File: src/rtl/controlador_de_acesso_veicular_pkg.sv
// controlador_de_acesso_veicular_pkg: state encoding and default timing shared by the access-system blocks
package controlador_de_acesso_veicular_pkg;
  typedef enum logic [2:0] {
    OCIOSO,
    AGUARDANDO_SENHA,
    LIMPAR_SENHA,
    CANCELA_ABERTA,
    BLOQUEADO
  } estado_t;
  localparam int MAX_TENTATIVAS_PADRAO = 3;
  localparam int TEMPO_ABERTA_PADRAO = 50;
  localparam int TEMPO_BLOQUEIO_PADRAO = 100;
endpackage

File: src/rtl/controlador_de_acesso_veicular_temporizador.sv
// temporizador_de_acesso: loadable down-counter that stops at zero
module temporizador_de_acesso #(
  parameter int W = 7
) (
  input  logic         clk,
  input  logic         rst,
  input  logic         load,
  input  logic         en,
  input  logic [W-1:0] valor,
  output logic [W-1:0] contagem,
  output logic         zero
);
  assign zero = contagem == '0;
  always_ff @(posedge clk)
    if (rst) contagem <= '0;
    else if (load) contagem <= valor;
    else if (en && !zero) contagem <= contagem - W'(1);
endmodule

File: src/rtl/controlador_de_acesso_veicular.sv
// controlador_de_acesso_veicular: vehicle gate controller with password check, lockout and hold timers
module controlador_de_acesso_veicular
  import controlador_de_acesso_veicular_pkg::*;
#(
  parameter int MAX_TENTATIVAS = MAX_TENTATIVAS_PADRAO,
  parameter int TEMPO_ABERTA   = TEMPO_ABERTA_PADRAO,
  parameter int TEMPO_BLOQUEIO = TEMPO_BLOQUEIO_PADRAO
) (
  input  logic       CLK,
  input  logic       RESET,
  input  logic       SENSOR_VEICULO,
  input  logic       SENHA_CERTA,
  input  logic       ERRO_SENHA,
  output logic       HABILITAR_SENHA,
  output logic       ABRIR_CANCELA,
  output logic       BLOQUEIO,
  output logic       ALARME,
  output logic [1:0] TENTATIVAS
);
  localparam int W = $clog2((TEMPO_ABERTA > TEMPO_BLOQUEIO ? TEMPO_ABERTA : TEMPO_BLOQUEIO) + 1);
  estado_t estado, proximo;
  logic erro_q, evento, carregar, decrementar, zero, expira, limpar_tent;
  logic [W-1:0] contagem, valor;
  logic [1:0] nova;
  assign evento = estado == AGUARDANDO_SENHA && ERRO_SENHA && !erro_q;
  assign nova = TENTATIVAS == 2'(MAX_TENTATIVAS) ? TENTATIVAS : TENTATIVAS + 2'd1;
  assign decrementar = estado == BLOQUEADO || (estado == CANCELA_ABERTA && !SENSOR_VEICULO);
  // leave on the edge where the count steps from 1 to 0, not one cycle later
  assign expira = zero || (decrementar && contagem == W'(1));
  assign carregar = (proximo == CANCELA_ABERTA && (estado != CANCELA_ABERTA || SENSOR_VEICULO))
                 || (proximo == BLOQUEADO && estado != BLOQUEADO);
  assign valor = proximo == BLOQUEADO ? W'(TEMPO_BLOQUEIO) : W'(TEMPO_ABERTA);
  assign limpar_tent = (proximo == CANCELA_ABERTA && estado != CANCELA_ABERTA)
                    || (estado == BLOQUEADO && proximo != BLOQUEADO);
  always_comb begin
    proximo = estado;
    case (estado)
      OCIOSO:           proximo = SENSOR_VEICULO ? AGUARDANDO_SENHA : OCIOSO;
      AGUARDANDO_SENHA: proximo = evento ? (nova == 2'(MAX_TENTATIVAS) ? BLOQUEADO : LIMPAR_SENHA)
                                : SENHA_CERTA ? CANCELA_ABERTA
                                : !SENSOR_VEICULO ? OCIOSO : AGUARDANDO_SENHA;
      LIMPAR_SENHA:     proximo = SENSOR_VEICULO ? AGUARDANDO_SENHA : OCIOSO;
      CANCELA_ABERTA:   proximo = (!SENSOR_VEICULO && expira) ? OCIOSO : CANCELA_ABERTA;
      BLOQUEADO:        proximo = expira ? OCIOSO : BLOQUEADO;
      default:          proximo = OCIOSO;
    endcase
  end
  always_ff @(posedge CLK)
    if (RESET) begin
      estado <= OCIOSO;
      erro_q <= 1'b0;
      TENTATIVAS <= 2'd0;
      HABILITAR_SENHA <= 1'b0;
      ABRIR_CANCELA <= 1'b0;
      BLOQUEIO <= 1'b0;
      ALARME <= 1'b0;
    end else begin
      estado <= proximo;
      erro_q <= ERRO_SENHA;
      TENTATIVAS <= limpar_tent ? 2'd0 : evento ? nova : TENTATIVAS;
      HABILITAR_SENHA <= proximo == AGUARDANDO_SENHA;
      ABRIR_CANCELA <= proximo == CANCELA_ABERTA;
      BLOQUEIO <= proximo == BLOQUEADO;
      ALARME <= proximo == BLOQUEADO && estado != BLOQUEADO;
    end
  temporizador_de_acesso #(.W(W)) u_temporizador (
    .clk(CLK),
    .rst(RESET),
    .load(carregar),
    .en(decrementar),
    .valor(valor),
    .contagem(contagem),
    .zero(zero)
  );
endmodule

File: config.mk
export PLATFORM = sky130hd
export DESIGN_NAME = controlador_de_acesso_veicular
export DESIGN_NICKNAME = d
export VERILOG_FILES = /design/src/rtl/controlador_de_acesso_veicular_pkg.sv /design/src/rtl/controlador_de_acesso_veicular_temporizador.sv /design/src/rtl/controlador_de_acesso_veicular.sv
export SDC_FILE = /design/constraint.sdc
export NUM_CORES = 1
export LEC_CHECK = 0
export CAP_MARGIN = 20
export CORE_UTILIZATION = 52
export CTS_CLUSTER_SIZE = 14
export DETAILED_ROUTE_END_ITERATION = 12
export DONT_BUFFER_PORTS = 1
export GPL_TIMING_DRIVEN = 0
export PLACE_DENSITY = 0.7
export SLEW_MARGIN = 10
export SYNTH_ARGS = -nofsm -noshare
export SYNTH_HDL_FRONTEND = slang
export SYNTH_SLANG_ARGS = --single-unit
File: constraint.sdc
create_clock -name CLK -period 2.8 [get_ports CLK]
set_input_delay 0 -clock CLK [delete_from_list [all_inputs] [get_ports CLK]]
set_output_delay 0 -clock CLK [all_outputs]
set_load 0.02 [all_outputs]
; Word level (Yosys, flattened, before mapping)
; Cells that the tools add are included.
[classes]
add_sub_neg = 2
eq_ne = 13
muxes = 11
reduce_logical = 23
[op_table]
columns = cell, n
row1 = 7-bit 2-to-1 mux, 3
row2 = 3-bit 2-to-1 mux, 4
row3 = 3-bit case mux with 4 select lines, 1
row4 = 1-bit logical AND, 10
row5 = "3-bit by 2-bit == test with 1-bit output, second input constant", 3
row6 = "7-bit by 1-bit == test with 1-bit output, second input constant", 1
row7 = 7-bit zero test, 1
row8 = "7-bit by 1-bit subtractor with 7-bit output, second input constant", 1
row9 = "3-bit by 1-bit == test with 1-bit output, second input constant", 2
row10 = "3-bit == test, second input constant", 2
row11 = "3-bit != test, second input constant", 2
row12 = 1-bit logical OR, 5
row13 = "2-bit == test, second input constant", 2
row14 = 2-bit 2-to-1 mux, 2
row15 = 2-bit OR reduction, 2
row16 = 1-bit zero test, 3
row17 = 3-bit zero test, 1
row18 = "3-bit by 2-bit != test with 1-bit output, second input constant", 1
row19 = "2-bit by 1-bit adder with 2-bit output, second input constant", 1
row20 = 2-bit nonzero test, 1
row21 = 1-bit 2-to-1 mux, 1
[totals]
reg_bits = 17
inputBits = 5
out_inout_bits = 6
wordCells = 57

; Logic depth before layout (Yosys ltp)
[logic_depth]
depth_word = 12
mapped_depth = 6
depth_no_buf = 6

; Modules after synthesis
; From an unflattened synthesis, not the netlist that was laid out.
[hier_totals]
hier_cells = 110
area_unflattened_um2 = 907.1
[by_module_without_submodules]
columns = module, n_inst, cells_each, area_per_inst_um2, seq_area_each_um2
row1 = controlador_de_acesso_veicular, 1, 62, 488.0, 200.2
row2 = temporizador_de_acesso, 1, 48, 419.2, 140.1

; Worst setup path before layout
; Ideal clock, no wire load.
[synth_path]
path_type = register to register
start = reg estado[2]
end = reg u_temporizador.contagem[5]
setup_ns = 0.075
t_arrival_ns = 1.423
t_required_ns = 2.725
path_slack_ns = 1.302
stages_incl_launch_ff = 6
n_path_buf = 0
period_less_slack_ns = 1.498
path_cell_list = dfxtp_1 > or3b_4 > a32oi_4 > nand4b_1 > xor2_1 > a31oi_1
[synth_between]
elab_chain_len = 12
elab_cells_between_ends = 28
classes_between = eq/ne (8) / mux (5) / reduce/logical (15)
[synth_rtl]
columns = element, line
row1 = "start, declared", controlador_de_acesso_veicular.sv:21  ; estado_t estado, proximo;
row2 = "start signal, assigned", controlador_de_acesso_veicular.sv:58  ; estado <= proximo;
row3 = 3-bit by 2-bit == test with 1-bit output, "controlador_de_acesso_veicular.sv:27, controlador_de_acesso_veicular.sv:37"
row4 = 1-bit logical AND, controlador_de_acesso_veicular.sv:27  ; assign decrementar = estado == BLOQUEADO || (estado == CANCELA_ABERTA && !SENSOR_VEICULO);
row5 = 1-bit logical OR, controlador_de_acesso_veicular.sv:27
row6 = 1-bit logical AND, controlador_de_acesso_veicular.sv:29  ; assign expira = zero || (decrementar && contagem == W'(1));
row7 = 1-bit logical OR, controlador_de_acesso_veicular.sv:29
row8 = 1-bit logical AND, controlador_de_acesso_veicular.sv:43  ; CANCELA_ABERTA: proximo = (!SENSOR_VEICULO && expira) ? OCIOSO : CANCELA_ABERTA;
row9 = 2-bit 2-to-1 mux, controlador_de_acesso_veicular.sv:43
row10 = 3-bit case mux with 4 select lines, controlador_de_acesso_veicular.sv:37  ; case (estado)
row11 = 3-bit by 2-bit == test with 1-bit output / 3-bit == test (equally long branches), "controlador_de_acesso_veicular.sv:30, controlador_de_acesso_veicular.sv:31"
row12 = "1-bit logical AND, on equally long branches", "controlador_de_acesso_veicular.sv:30, controlador_de_acesso_veicular.sv:31"
row13 = 1-bit logical OR, controlador_de_acesso_veicular.sv:31  ; || (proximo == BLOQUEADO && estado != BLOQUEADO);
row14 = 7-bit 2-to-1 mux / 2-bit nonzero test (equally long branches), -
row15 = "end signal, assigned", controlador_de_acesso_veicular_temporizador.sv:16  ; else if (load) contagem <= valor;
row16 = "end signal, assigned", controlador_de_acesso_veicular_temporizador.sv:17  ; else if (en && !zero) contagem <= contagem - W'(1);
row17 = "end, declared", controlador_de_acesso_veicular_temporizador.sv:10  ; output logic [W-1:0] contagem,
; Several ways; a longest one is shown, not always the timed one.
; A chain may end at the register's enable or synchronous reset.

; Final worst setup path
[layout_path]
start = reg u_temporizador.contagem[2]
end = reg TENTATIVAS[0]
[layout_between]
elab_chain_len = 10
elab_cells_between_ends = 14
classes_between = eq/ne (3) / mux (3) / reduce/logical (8)
[layout_rtl]
columns = element, line
row1 = 7-bit by 1-bit == test with 1-bit output, controlador_de_acesso_veicular.sv:29
row2 = 1-bit logical AND, controlador_de_acesso_veicular.sv:29
row3 = 1-bit logical OR *, controlador_de_acesso_veicular.sv:29
row4 = 1-bit logical AND, controlador_de_acesso_veicular.sv:43
row5 = 2-bit 2-to-1 mux, controlador_de_acesso_veicular.sv:43
row6 = 3-bit case mux with 4 select lines *, controlador_de_acesso_veicular.sv:37
row7 = 3-bit by 2-bit == test with 1-bit output / 3-bit != test (equally long branches), "controlador_de_acesso_veicular.sv:33, controlador_de_acesso_veicular.sv:34"
row8 = "1-bit logical AND, on equally long branches", "controlador_de_acesso_veicular.sv:33, controlador_de_acesso_veicular.sv:34"
row9 = 1-bit logical OR *, controlador_de_acesso_veicular.sv:34  ; || (estado == BLOQUEADO && proximo != BLOQUEADO);
row10 = 2-bit OR reduction (no line) *, -
row11 = "end signal, assigned", controlador_de_acesso_veicular.sv:60  ; TENTATIVAS <= limpar_tent ? 2'd0 : evento ? nova : TENTATIVAS;
row12 = "end, declared", controlador_de_acesso_veicular.sv:18  ; output logic [1:0] TENTATIVAS
; Mark *: on every way between the ends. The rest lies on a longest branch, timed or not.

==> out/results.tsv <==
metric	value	unit
status	finished with violations	
failing checks	design-rule violations	
Syn Nets	108	
Die W	43.5	um
I/O Pins	11	
nature of the critical path endpoint	flop	
Layout area overhead	7.41	%
Resized cells post-CTS	0	
Tot GR Track Use	21.3	%
origin of the critical flop-to-flop path	u_temporizador.contagem[2]	
minimum clock period	1.72	ns
vias per cell	6.33	
initial core utilization	57.4	%
CTS tree	done	
share of the synthesized area in the top cell type	38.0	%
required time of the critical path	2.98	ns
area of the core	0.00156	sq mm
grt ovf	0	
Reg2Reg Setup Slack	1.08	ns
post-synthesis register bit count	17	
Skew-Pair Late Insertion Delay	0.30	ns
top_reg_cell synth	dfxtp_1	
Post-synth EDFFs	0	
Hold Startpoint	SENHA_CERTA	
startpoint type of the worst setup path	flop	
max cap viols	0	
layout net count	115	
Worst-Margin Slew	0.482	ns
wire length per cell	14.7	um
Synth area leaders	dfxtp_1, a21oi_1, a211oi_1	
Max VDD drop	0.000293	V
clock sink count	17	
vias after detailed routing	772	
H-tree depth	1	
CP arrival	1.90	ns
crit path from	u_temporizador.contagem[2]	
first-pass GRT wire length	2.99	mm
routability congestion estimate	0.833	
CTS Root Cell	clkbuf_4	
layout cell share with drive strength beyond 1	8.49	%
Util after Layout	61.6	%
pin count of the biggest net entering global routing	11	
Layout fillers	144	
total die area	0.00189	sq mm
fin. max-slew vios	0	
Bufs on Longest Clock Path	2	
port bufs	0	
Synth area leader	dfxtp_1	
Fin Setup TNS	0	ns
period utilization	61.6	%
relative slew slack	67.3	%
crit path max fanout	5	
RSZ-0062 raised after global routing	no	
final clock skew	0.00278	ns
# DRC	4	
vias in the first global route	700	
Synth warnings	0	
final hold violation count	0	
FP Rows	14	
Reg2Reg Depth	4	
drt pass-1 iters	8	
Setup Viol. Count Final	0	
Power Dens Cells	463	mW/mm^2
sequential area share after synthesis	38.0	%
total power	445	uW
leakage	0.388	nW
Ant. Diodes	0	
total routed wirelength	1.80	mm
TritonCTS buffer count	3	
initial antenna violation count	0	
clk slew on worst S/H paths	0.11	ns
synth unique cells	36	
synthesized cell area	895	sq um
Async S/R FF share, synth	0	%
Hold Crit Depth	4	
Hold Crit Class	primary input to flop	
crit path kind	flop to flop	
Routed Antenna Nets	0	
Gate Count Post-Synth	100	
Die Span Y	43.5	um
HPWL after detailed placement	1.29	mm
DR iter-0 viols	31	
Post-Syn Area per Cell	8.95	sq um
maximum clock rate	0.580	GHz
==> state kept, by name (all words and copies together) (netlist names) <==
register and flops:
ALARME 1, ABRIR_CANCELA 1, estado 3, u_temporizador.contagem 7, HABILITAR_SENHA 1, TENTATIVAS 2
BLOQUEIO 1, erro_q 1
==> cell type report <==
cell class / instances / area (sq um) / share of cell area [%]
Multi-Input combinational cell: 74 / 519 / 54.0
Tap cell: 16 / 20.0 / 2.08
Clock buffer: 4 / 26.3 / 2.73
Buffer: 2 / 8.76 / 0.911
Timing Repair Buffer: 2 / 20.0 / 2.08
Inverter: 7 / 26.3 / 2.73
Sequential cell: 17 / 340 / 35.4
==> placed cells by master (no fill, tap or decap), types with 2 or more instances in the layout <==
| master | n |
|---|---|
| nand3_1 | 4 |
| and2_1 | 2 |
| xor2_1 | 3 |
| dlygate4sd3_1 | 2 |
| nor2b_1 | 3 |
| nand4b_1 | 2 |
| dfxtp_1 | 17 |
| ha_1 | 3 |
| nor3_1 | 2 |
| nor2_1 | 8 |
| a211oi_1 | 5 |
| a31oi_1 | 3 |
| nand2b_1 | 2 |
| o21ai_0 | 2 |
| clkbuf_1 | 2 |
| nand2_1 | 9 |
| clkbuf_4 | 3 |
| a21oi_1 | 8 |
| inv_1 | 7 |
==> cells in the mapped netlist, types with 3 or more instances <==
master and instances:
dfxtp_1 17, nand2_1 9, a21oi_1 8, nor2_1 8, inv_1 7, a211oi_1 5, nand3_1 4, a31oi_1 3
ha_1 3, nor2b_1 3, xor2_1 3
==> power by group <==
group          internal, mW  switching (mW)  total, mW  leakage [nW]
sequential            0.249         0.00936      0.258         0.138
combinational        0.0187          0.0283     0.0470         0.235
clock                0.0556          0.0848      0.140        0.0150
==> cell families after synthesis <==
group | count (synthesis) | share of synthesized area [%]
adders and majority gates | 3 | 4.20
DFF | 17 | 38.0
xor gates and xnor gates | 4 | 3.92
AOI/OAI and AO/OA | 25 | 21.0
and+or+nand+nor | 41 | 27.8
buffers and inverters | 9 | 3.92
muxes | 1 | 1.12
==> final timing paths <==
| kind | end |
|---|---|
| min reg2reg | u_temporizador.contagem[0] |
| max | TENTATIVAS[0] |
| max reg2reg | TENTATIVAS[0] |
| min | estado[1] |
==> layer usage <==
metal | wire length (um) | global-route usage, %
met5 | 0 | 0
met4 | 25 | 8.13
met3 | 90 | 4.58
met2 | 806 | 32.7
met1 | 876 | 29.4
==> repair_timing <==
item                                    CTS  global route
buffers inserted                          0             0
endpoints found under the setup margin    0             0
hold buffers                              2             0
hold endpoints to repair                  2             0
==> metrics by stage <==
stage	area, sq um	std cells	setup slack, ns	hold WS, ns
after floorplan	895	100	1.30	0.128
after global placement	915	116	1.16	0.139
after detailed placement	915	116	1.14	0.162
after CTS	961	122	1.09	0.0322
after global routing	961	122	0.984	0.0525
final	961	122	1.08	0.0268
==> worst max-delay path: stages (launching register included) <==
cell	delay (ns)
dfxtp_1	0.38
nor4_4	0.40
nand2_1	0.19
o311ai_1	0.51
nor3_1	0.12
(Power assumes the default switching activity.)
